**config.mk**
```make
export PLATFORM = sky130hd
export DESIGN_NAME = mem_arbiter
export DESIGN_NICKNAME = d
export VERILOG_FILES = /design/src/rtl/mem_arbiter.sv
export SDC_FILE = /design/constraint.sdc
export NUM_CORES = 1
export LEC_CHECK = 0
export BUFFER_PORTS_ARGS = -buffer_cell sky130_fd_sc_hd__buf_4
export CAP_MARGIN = 10
export CORE_UTILIZATION = 50
export CTS_CLUSTER_SIZE = 8
export DETAILED_ROUTE_END_ITERATION = 10
export GPL_TIMING_DRIVEN = 0
export PLACE_DENSITY = 0.87
export SYNTH_ARGS = -nofsm -noshare
export SYNTH_HDL_FRONTEND = slang
export SYNTH_SLANG_ARGS = --single-unit
```
**constraint.sdc**
```tcl
create_clock -name clk -period 5.2 [get_ports clk]
set_clock_uncertainty 0.15 [all_clocks]
set_input_delay 0.52 -clock clk [delete_from_list [all_inputs] [get_ports clk]]
set_output_delay 0.52 -clock clk [all_outputs]
set_load 0.03 [all_outputs]
```
**src/rtl/mem_arbiter.sv**
```systemverilog
// Purpose : arbitrates one shared pipelined memory port between an I-cache
//           (block fills) and a D-cache (block fills and single-word writes).
// Latency : grant one cycle after a request is seen in IDLE; fills issue one
//           read per cycle; a write completes in its single WRITE cycle.
// Backpressure: none on the memory side; requesters hold req until done, and
//           a waiting requester simply stays pending while the other owns the port.
// Ports   : clk/rst            clock, async active-high reset
//           i_req/i_addr       I-side fill request and byte address
//           d_req/d_wr/d_addr/d_wdata  D-side request (write or fill)
//           mem_en/mem_wr/mem_addr/mem_wdata  issued memory access
//           mem_rdata/mem_rvalid  in-order read return
//           fill_data/fill_word/i_fill_we/d_fill_we  fill path into caches
//           i_done/d_done      one-cycle completion pulses; busy = not IDLE
module mem_arbiter #(
  parameter int BLOCK_WORDS = 8,
  localparam int WW = (BLOCK_WORDS > 1) ? $clog2(BLOCK_WORDS) : 1
) (
  input  logic          clk,
  input  logic          rst,
  input  logic          i_req,
  input  logic [15:0]   i_addr,
  input  logic          d_req,
  input  logic          d_wr,
  input  logic [15:0]   d_addr,
  input  logic [15:0]   d_wdata,
  output logic          mem_en,
  output logic          mem_wr,
  output logic [15:0]   mem_addr,
  output logic [15:0]   mem_wdata,
  input  logic [15:0]   mem_rdata,
  input  logic          mem_rvalid,
  output logic [15:0]   fill_data,
  output logic [WW-1:0] fill_word,
  output logic          i_fill_we,
  output logic          d_fill_we,
  output logic          i_done,
  output logic          d_done,
  output logic          busy
);

  // Clears the byte-within-line bits to get the block base address.
  localparam logic [15:0] BASE_MASK = ~16'((2 * BLOCK_WORDS) - 1);
  localparam logic [WW:0]   ISSUE_END = (WW + 1)'(BLOCK_WORDS);
  localparam logic [WW-1:0] LAST_WORD = WW'(BLOCK_WORDS - 1);

  typedef enum logic [1:0] {
    IDLE   = 2'd0,
    FILL_I = 2'd1,
    FILL_D = 2'd2,
    WRITE  = 2'd3
  } state_t;

  state_t        state, state_nxt;
  logic [15:0]   lat_addr;
  logic [15:0]   lat_wdata;
  logic [WW:0]   issue_cnt;   // one extra bit so "all issued" is representable
  logic [WW-1:0] recv_cnt;

  logic filling;
  logic issuing;
  logic last_rx;

  assign filling = (state == FILL_I) || (state == FILL_D);
  assign issuing = filling && (issue_cnt != ISSUE_END);
  assign last_rx = filling && mem_rvalid && (recv_cnt == LAST_WORD);

  // Next-state: D side wins ties; an owner runs to completion.
  always_comb begin
    state_nxt = state;
    case (state)
      IDLE: begin
        if (d_req)      state_nxt = d_wr ? WRITE : FILL_D;
        else if (i_req) state_nxt = FILL_I;
      end
      FILL_I, FILL_D: if (last_rx) state_nxt = IDLE;
      WRITE:          state_nxt = IDLE;
      default:        state_nxt = IDLE;
    endcase
  end

  always_ff @(posedge clk or posedge rst) begin
    if (rst) begin
      state     <= IDLE;
      lat_addr  <= '0;
      lat_wdata <= '0;
      issue_cnt <= '0;
      recv_cnt  <= '0;
    end else begin
      state <= state_nxt;
      // Owner's address/data captured only on the grant edge, so requesters
      // may change their inputs freely afterwards.
      if (state == IDLE && state_nxt != IDLE) begin
        case (state_nxt)
          FILL_I:  lat_addr <= i_addr & BASE_MASK;
          FILL_D:  lat_addr <= d_addr & BASE_MASK;
          default: lat_addr <= d_addr;
        endcase
        lat_wdata <= (state_nxt == WRITE) ? d_wdata : 16'h0000;
      end
      if (state_nxt == IDLE) begin
        issue_cnt <= '0;
        recv_cnt  <= '0;
      end else begin
        if (issuing)                 issue_cnt <= issue_cnt + 1'b1;
        if (filling && mem_rvalid)   recv_cnt  <= recv_cnt + 1'b1;
      end
    end
  end

  // Outputs are purely combinational from state, so an asynchronous reset
  // drops them in the same instant the state register clears.
  always_comb begin
    mem_en    = 1'b0;
    mem_wr    = 1'b0;
    mem_addr  = 16'h0000;
    mem_wdata = 16'h0000;
    fill_data = 16'h0000;
    fill_word = '0;
    i_fill_we = 1'b0;
    d_fill_we = 1'b0;
    i_done    = 1'b0;
    d_done    = 1'b0;
    busy      = (state != IDLE);

    if (issuing) begin
      mem_en   = 1'b1;
      // Base is block-aligned and the offset stays inside the block, so this
      // add never carries out of the line.
      mem_addr = lat_addr + (16'(issue_cnt) << 1);
    end

    if (filling && mem_rvalid) begin
      fill_data = mem_rdata;
      fill_word = recv_cnt;
      i_fill_we = (state == FILL_I);
      d_fill_we = (state == FILL_D);
    end

    if (last_rx) begin
      i_done = (state == FILL_I);
      d_done = (state == FILL_D);
    end

    if (state == WRITE) begin
      mem_en    = 1'b1;
      mem_wr    = 1'b1;
      mem_addr  = lat_addr;
      mem_wdata = lat_wdata;
      d_done    = 1'b1;
    end
  end

endmodule

```
==> qor.yml, run 1 <==
initial_antenna_violation_count: 0
setup.worst_path.start_class: "flop"
synth-edff-count: 0
proportion_of_total_power_due_to_net_switching_pct: 49.9
clock_path_buffers: 2
finalInstanceArea_sq_mm: 0.00374
layout.filler_cells: 358
worstSkewPairLatency_ns: 0.30
totalPowerFinal_mw: 2.23
synth_area_sq_mm: 0.00262
route.detailed.wl_per_inst_um: 15.6
viasPerCell: 5.43
path_max_fanout: 9
global_route_wire_length_before_repair_mm: 11.9
outcome: "finished clean"
via_count_of_the_first_global_routing_pass: 2540
drcViolationCount: 0
global_route.overflow_total: 0
flip_flop_and_latch_count_after_synthesis: 41
ys_dominant_reg_cell: "sky130_fd_sc_hd__dfrtp_1"
timing.max_cap.violations: 0
fin_worst_hold_slack_ns: 0.242
power.share.sequential_pct: 25.7
criticalPathCategory: "flop to output port"
final_cell_mix: "123 x sky130_fd_sc_hd__buf_4, 41 x sky130_fd_sc_hd__dfrtp_1, 25 x sky130_fd_sc_hd__a21oi_1"
timing.hold.worst.class: "input port to async pin"
root_buffer: "sky130_fd_sc_hd__clkbuf_8"
synth-seq-area-share_pct: 39.2
cts.sink_count: 41
fmaxAchievable_ghz: 0.293
power.static_leakage_nw: 1.97
tightestPinTransition_ns: 0.857
clockPowerShare_pct: 11.7
cts_inserted_buffers: 5
dr.pass1.iters: 4
place_ws_ns: 2.15
count_of_synthesis_stage_warnings_from_yosys: 0
power_density_over_the_cells_mw_per_mm2: 597
io_pins: 128
crit_path_end_kind: "output port"
overall_via_count_from_detail_route: 2627
portBuffers: 123
tritoncts: "done"
period_utilization_post_route_pct: 65.6
timing.max_slew.rel_slack_pct: 42.8
post_route_cells_drive_above_1_share_pct: 33.8
switchingPower_mw: 1.11
grt_max_degree: 42
rsz0062_at_grt: "no"
timing_max_transition_violations_final: 0
placement_row_count: 25
finish.net_count: 499
coreArea_sq_mm: 0.00488
track_usage_pct: 28.6
setup_viol_count_final: 0
leading_cell_type_in_the_layout_fill_and_taps_excluded: "sky130_fd_sc_hd__buf_4"
die-area_sq_mm: 0.00553
synth-async-reset-ratio_pct: 100
postRouteAntennaNets: 0
die_height_um: 74.4
cts.hold.buffers_added: 0
synth_nets: 369
vdd_ir_drop_max_v: 0.000309
initial_utilization_pct: 53.7
worst-endpoint-arrival_ns: 2.74
cts_max_level: 2
gate_count_post_synth: 286
dpl-instance-area_sq_mm: 0.00363
p_int_mw: 1.12
finalWeightedCongestion: 0.822
final_hold_viol_count: 0
worst_ep_required_time_ns: 4.53
cts.repair_timing.setup_buffer_count: 0
total_inserted_antenna_cells: 0
place.detailed.hpwl_mm: 5.71
netlist-cell-type-count: 43
final_critical_path_setup_slack_ns: 1.79
post-route-min-period_ns: 3.41
route.final.wire_length_mm: 7.57
areaGrowthSynthToFinish_pct: 42.7
syn_area_per_cell_sq_um: 9.16
cts-resized-gates: 0
dr.first_iter.drc_count: 138
die_x_um: 74.4
totalNegativeSetupSlack_ns: 0
clock_slew_seen_by_the_registers_of_the_worst_setup_and_hold_paths_ns: 0.09
combinationalPowerShare_pct: 62.5
## cell type report
type / count / area, sq um / share of cell area, %
Buffer: 17 / 75.1 / 2.01
Clock buffer: 6 / 72.6 / 1.94
Clock inverter: 2 / 38.8 / 1.04
Inverter: 15 / 56.3 / 1.51
Multi-Input combinational cell: 213 / 1460 / 39.1
Sequential cell: 41 / 1030 / 27.4
Tap cell: 67 / 83.8 / 2.24
Timing Repair Buffer: 123 / 923 / 24.7
## registers in the layout, summed over array words and instances, names as in the netlist
name and flops:
lat_wdata 16, issue_cnt 4, state 2, lat_addr 16, recv_cnt 3
## final timing paths
path,endpoint,cells past startpoint,start,slack (ns)
worst max-delay path,mem_addr[8],7,state[0],1.79
worst min-delay path,lat_wdata[0],2,rst,0.24
worst max register to register,issue_cnt[2],7,state[0],2.80
worst min register to register,lat_wdata[10],1,lat_wdata[10],0.36
max in group asynchronous,lat_addr[0],2,rst,4.11
min in group clk,lat_wdata[0],2,d_wdata[0],0.27
## power by group through the flow
stage	registers, mW	clock network, mW	logic [mW]
finish	0.575	0.262	1.40
floorplan	0.535	0	0.947
global route	0.594	0.279	1.51
CTS	0.573	0.265	1.40
detailed placement	0.576	0	1.39
global placement	0.566	0	1.36
## critical path, stage by stage (launching register included)
cell and delay [ns]:
sky130_fd_sc_hd__dfrtp_1 0.49, sky130_fd_sc_hd__inv_1 0.10, sky130_fd_sc_hd__ha_1 0.28, sky130_fd_sc_hd__clkbuf_1 0.30
sky130_fd_sc_hd__nand2_1 0.29, sky130_fd_sc_hd__or4b_2 0.69, sky130_fd_sc_hd__nand3_1 0.13, sky130_fd_sc_hd__buf_4 0.17
## kinds of logic after synthesis
family          after synthesis  share of synthesized area (%)
xor+xnor                      5                           1.67
flops                        41                           39.2
simple gates                107                           22.8
buf+inv                      32                           5.01
mux                          12                           4.58
fa+ha+maj                    13                           6.49
compound gates               76                           20.3
## through the flow
stage	util (%)	instances
after floorplan	-	286
after global placement	74.3	476
after detailed placement	74.3	476
after CTS	76.6	484
after global routing	76.6	484
final	76.6	484
## synthesized netlist by cell type, types with 9 or more instances
master	count	area (sq um)
sky130_fd_sc_hd__dfrtp_1	41	1030
sky130_fd_sc_hd__a21oi_1	25	125
sky130_fd_sc_hd__and3_1	22	138
sky130_fd_sc_hd__a22o_1	20	175
sky130_fd_sc_hd__nand2_1	20	75.1
sky130_fd_sc_hd__nor2_1	20	75.1
sky130_fd_sc_hd__and2_1	19	119
sky130_fd_sc_hd__inv_1	15	56.3
sky130_fd_sc_hd__clkbuf_1	13	48.8
sky130_fd_sc_hd__ha_1	12	150
sky130_fd_sc_hd__mux2i_1	12	120
sky130_fd_sc_hd__o21ai_0	9	45.0
## layer usage
| layer | vias up | track usage, % | wire, um |
|---|---|---|---|
| li1 | 1292 | - | - |
| met2 | 84 | 47.8 | 3820 |
| met4 | 0 | 10.1 | 150 |
| met5 | - | 0 | 0 |
| met1 | 1235 | 36.2 | 3170 |
| met3 | 16 | 6.78 | 422 |
No activity file was read; power rests on OpenSTA's default activity.
==> run 2: changes to the inputs <==
CORE_UTILIZATION = 42   (was 50)
PLACE_DENSITY = 0.78   (was 0.87)
clock period = 3.1 ns   (was 5.2 ns; I/O delays follow)
==> run 2 against run 1 <==
Compared with the run above:
- worst hold slack worse by 0.20 ns
- sequential share of layout area is 0.17 points lower
- critical path type unchanged
- cell count is 1.7% higher
- critical endpoint is now mem_addr[15]
- die area is 19% higher
- largest power group unchanged
- critical path depth is 1 higher
- power is 68% higher
==> qor.yml, run 2 (same netlist as run 1, synthesis figures left out) <==
outcome: "finished clean"
finish.net_count: 499  # unchanged
die-area_sq_mm: 0.00656  # +19%
global_route.overflow_total: 0  # unchanged
place.detailed.hpwl_mm: 5.62  # -1.5%
worst_ep_required_time_ns: 2.64  # -1.89 ns
worstSkewPairLatency_ns: 0.29  # about the same
setup.worst_path.start_class: "flop"
route.detailed.wl_per_inst_um: 15.3  # -2.0%
clock_path_buffers: 2  # unchanged
cts.repair_timing.setup_buffer_count: 0  # unchanged
post-route-min-period_ns: 2.98
post_layout_nonfiller_instances: 492  # +1.7%
track_usage_pct: 23.4  # -5.2 points
total_inserted_antenna_cells: 0  # unchanged
wp_buf_inv: 2  # -1
cts.sink_count: 41  # unchanged
grt_max_degree: 42  # unchanged
worst-endpoint-arrival_ns: 2.52  # -0.22 ns
fin_worst_hold_slack_ns: 0.0453  # -0.197 ns
vdd_ir_drop_max_v: 0.000706  # +130%
viasPerCell: 5.47  # +0.70%
tritoncts: "done"
fmaxAchievable_ghz: 0.336
areaGrowthSynthToFinish_pct: 43.7
initial_utilization_pct: 44.0  # -9.7 points
post_route_cells_drive_above_1_share_pct: 35.5  # +1.7 points
route.final.wire_length_mm: 7.54  # -0.38%
criticalPathCategory: "flop to output port"
largestRegisters: "lat_addr x16, lat_wdata x16, issue_cnt x4"
period_utilization_post_route_pct: 96.0
power.static_leakage_nw: 1.98  # +0.49%
cts.hold.buffers_added: 0  # unchanged
clock_slew_seen_by_the_registers_of_the_worst_setup_and_hold_paths_ns: 0.09  # about the same
global_route_wire_length_before_repair_mm: 11.9  # -0.58%
via_count_of_the_first_global_routing_pass: 2570  # +1.2%
place_ws_ns: 0.251  # -1.90 ns
portBuffers: 123  # unchanged
finalWeightedCongestion: 0.811  # -1.4%
root_buffer: "sky130_fd_sc_hd__clkbuf_8"
cts_inserted_buffers: 5  # unchanged
final_critical_path_setup_slack_ns: 0.123  # -1.67 ns
drcViolationCount: 0  # unchanged
tightestPinTransition_ns: 0.874  # +0.0179 ns
overall_via_count_from_detail_route: 2689  # +2.4%
setup_viol_count_final: 0  # unchanged
cts_max_level: 2  # unchanged
dr.pass1.iters: 4  # unchanged
place_inst: 484  # +1.7%
timing.max_slew.rel_slack_pct: 41.6  # -1.2 points
timing.hold.worst.class: "input port to async pin"
coreArea_sq_mm: 0.00596  # +22%
timing.critical_path.slowest_cell_delay_ns: 0.43  # -0.26 ns
initial_antenna_violation_count: 0  # unchanged
timing.critical_path.max_delay_family: "adder cells"
layout.filler_cells: 519  # +45%
crit_path_cell_trace: "ha_1 -> inv_1 -> fa_1 -> nor2b_4 -> o311ai_0 -> or4_1 -> a21oi_1 -> buf_4"
timing.max_cap.violations: 0  # unchanged
die_x_um: 81.0  # +8.9%
final_hold_viol_count: 0  # unchanged
postRouteAntennaNets: 0  # unchanged
placement_row_count: 28  # +12%
io_pins: 128  # unchanged
cpMaxStageDelayCell: "sky130_fd_sc_hd__fa_1"
die_height_um: 81.0  # +8.9%
dr.first_iter.drc_count: 169  # +22%
timing_max_transition_violations_final: 0  # unchanged
totalNegativeSetupSlack_ns: 0  # unchanged
power_density_over_the_cells_mw_per_mm2: 998  # +67%
leading_cell_type_in_the_layout_fill_and_taps_excluded: "sky130_fd_sc_hd__buf_4"
path_max_fanout: 6  # -3
final_cell_mix: "123 x sky130_fd_sc_hd__buf_4, 40 x sky130_fd_sc_hd__dfrtp_1, 25 x sky130_fd_sc_hd__a21oi_1"
crit_path_end_kind: "output port"
==> run 2: cell types whose count changed in the layout (fill, tap and decap cells not counted) <==
| cell | change |
|---|---|
| sky130_fd_sc_hd__inv_6 | +1 |
| sky130_fd_sc_hd__clkinv_4 | -1 |
| sky130_fd_sc_hd__clkbuf_1 | -3 |
| sky130_fd_sc_hd__nor2b_1 | -1 |
| sky130_fd_sc_hd__nand2_2 | +1 |
| sky130_fd_sc_hd__dfrtp_1 | -1 |
| sky130_fd_sc_hd__nor2_2 | +1 |
| sky130_fd_sc_hd__clkinv_2 | +1 |
| sky130_fd_sc_hd__clkbuf_2 | +2 |
| sky130_fd_sc_hd__nand2_1 | -1 |
| sky130_fd_sc_hd__nor2_1 | -1 |
| sky130_fd_sc_hd__nor2b_4 | +1 |
| sky130_fd_sc_hd__dfrtp_2 | +1 |
==> run 2: path summary, 6_finish.rpt <==
kind | from | cells past startpoint | endpoint | slack (ns)
worst min-delay path | rst | 2 | lat_wdata[5] | 0.05
worst max register to register | state[0] | 7 | issue_cnt[1] | 0.80
min in group clk | d_wdata[1] | 2 | lat_wdata[1] | 0.07
worst max-delay path | issue_cnt[0] | 8 | mem_addr[15] | 0.12
max in group asynchronous | rst | 2 | issue_cnt[0] | 2.15
worst min register to register | lat_wdata[8] | 1 | lat_wdata[8] | 0.35
==> run 2: through the flow <==
step | total power [mW] | utilization [%] | cell area, sq um
finish | 3.76 | 63.2 | 3770
global route | 4.03 | 63.2 | 3770
CTS | 3.76 | 63.1 | 3760
detailed placement | 3.30 | 61.1 | 3640
global placement | 3.23 | 61.1 | 3640
floorplan | 2.49 | - | 2620
==> run 2: worst register-to-register path, delay by kind of cell (launching register included) <==
kind            cells  cell delay (ns)
buf+inv             3             0.38
flops               1             0.47
compound gates      3             0.96
fa+ha+maj           1             0.28
==> run 2: layer usage <==
| layer | routed length [um] | vias up | global-route usage [%] |
|---|---|---|---|
| li1 | - | 1285 | - |
| met5 | 0 | - | 0 |
| met4 | 200 | 0 | 8.93 |
| met2 | 3900 | 95 | 39.5 |
| met3 | 427 | 17 | 4.27 |
| met1 | 3010 | 1292 | 29.6 |
==> run 2: repair_timing <==
| item | in CTS | in global routing |
|---|---|---|
| pin swaps | 0 | 0 |
| setup endpoints to repair | 3 | 12 |
| resized for setup | 3 | 5 |
==> run 2: cell type report <==
cell class              count  area, sq um  share of cell area, %
multi-input cells         213         1480                   39.2
flip-flops and latches     41         1030                   27.3
repair buffers            123          923                   24.5
well taps                  75         93.8                   2.49
plain buffers              17         77.6                   2.06
clock buffers               5         68.8                   1.83
inverters                  15         56.3                   1.50
clock inverters             3         43.8                   1.16
==> run 2: power breakdown <==
| group | switching, mW | total (mW) | internal [mW] |
|---|---|---|---|
| clock | 0.197 | 0.439 | 0.241 |
| combinational | 1.46 | 2.36 | 0.893 |
| sequential | 0.213 | 0.966 | 0.753 |
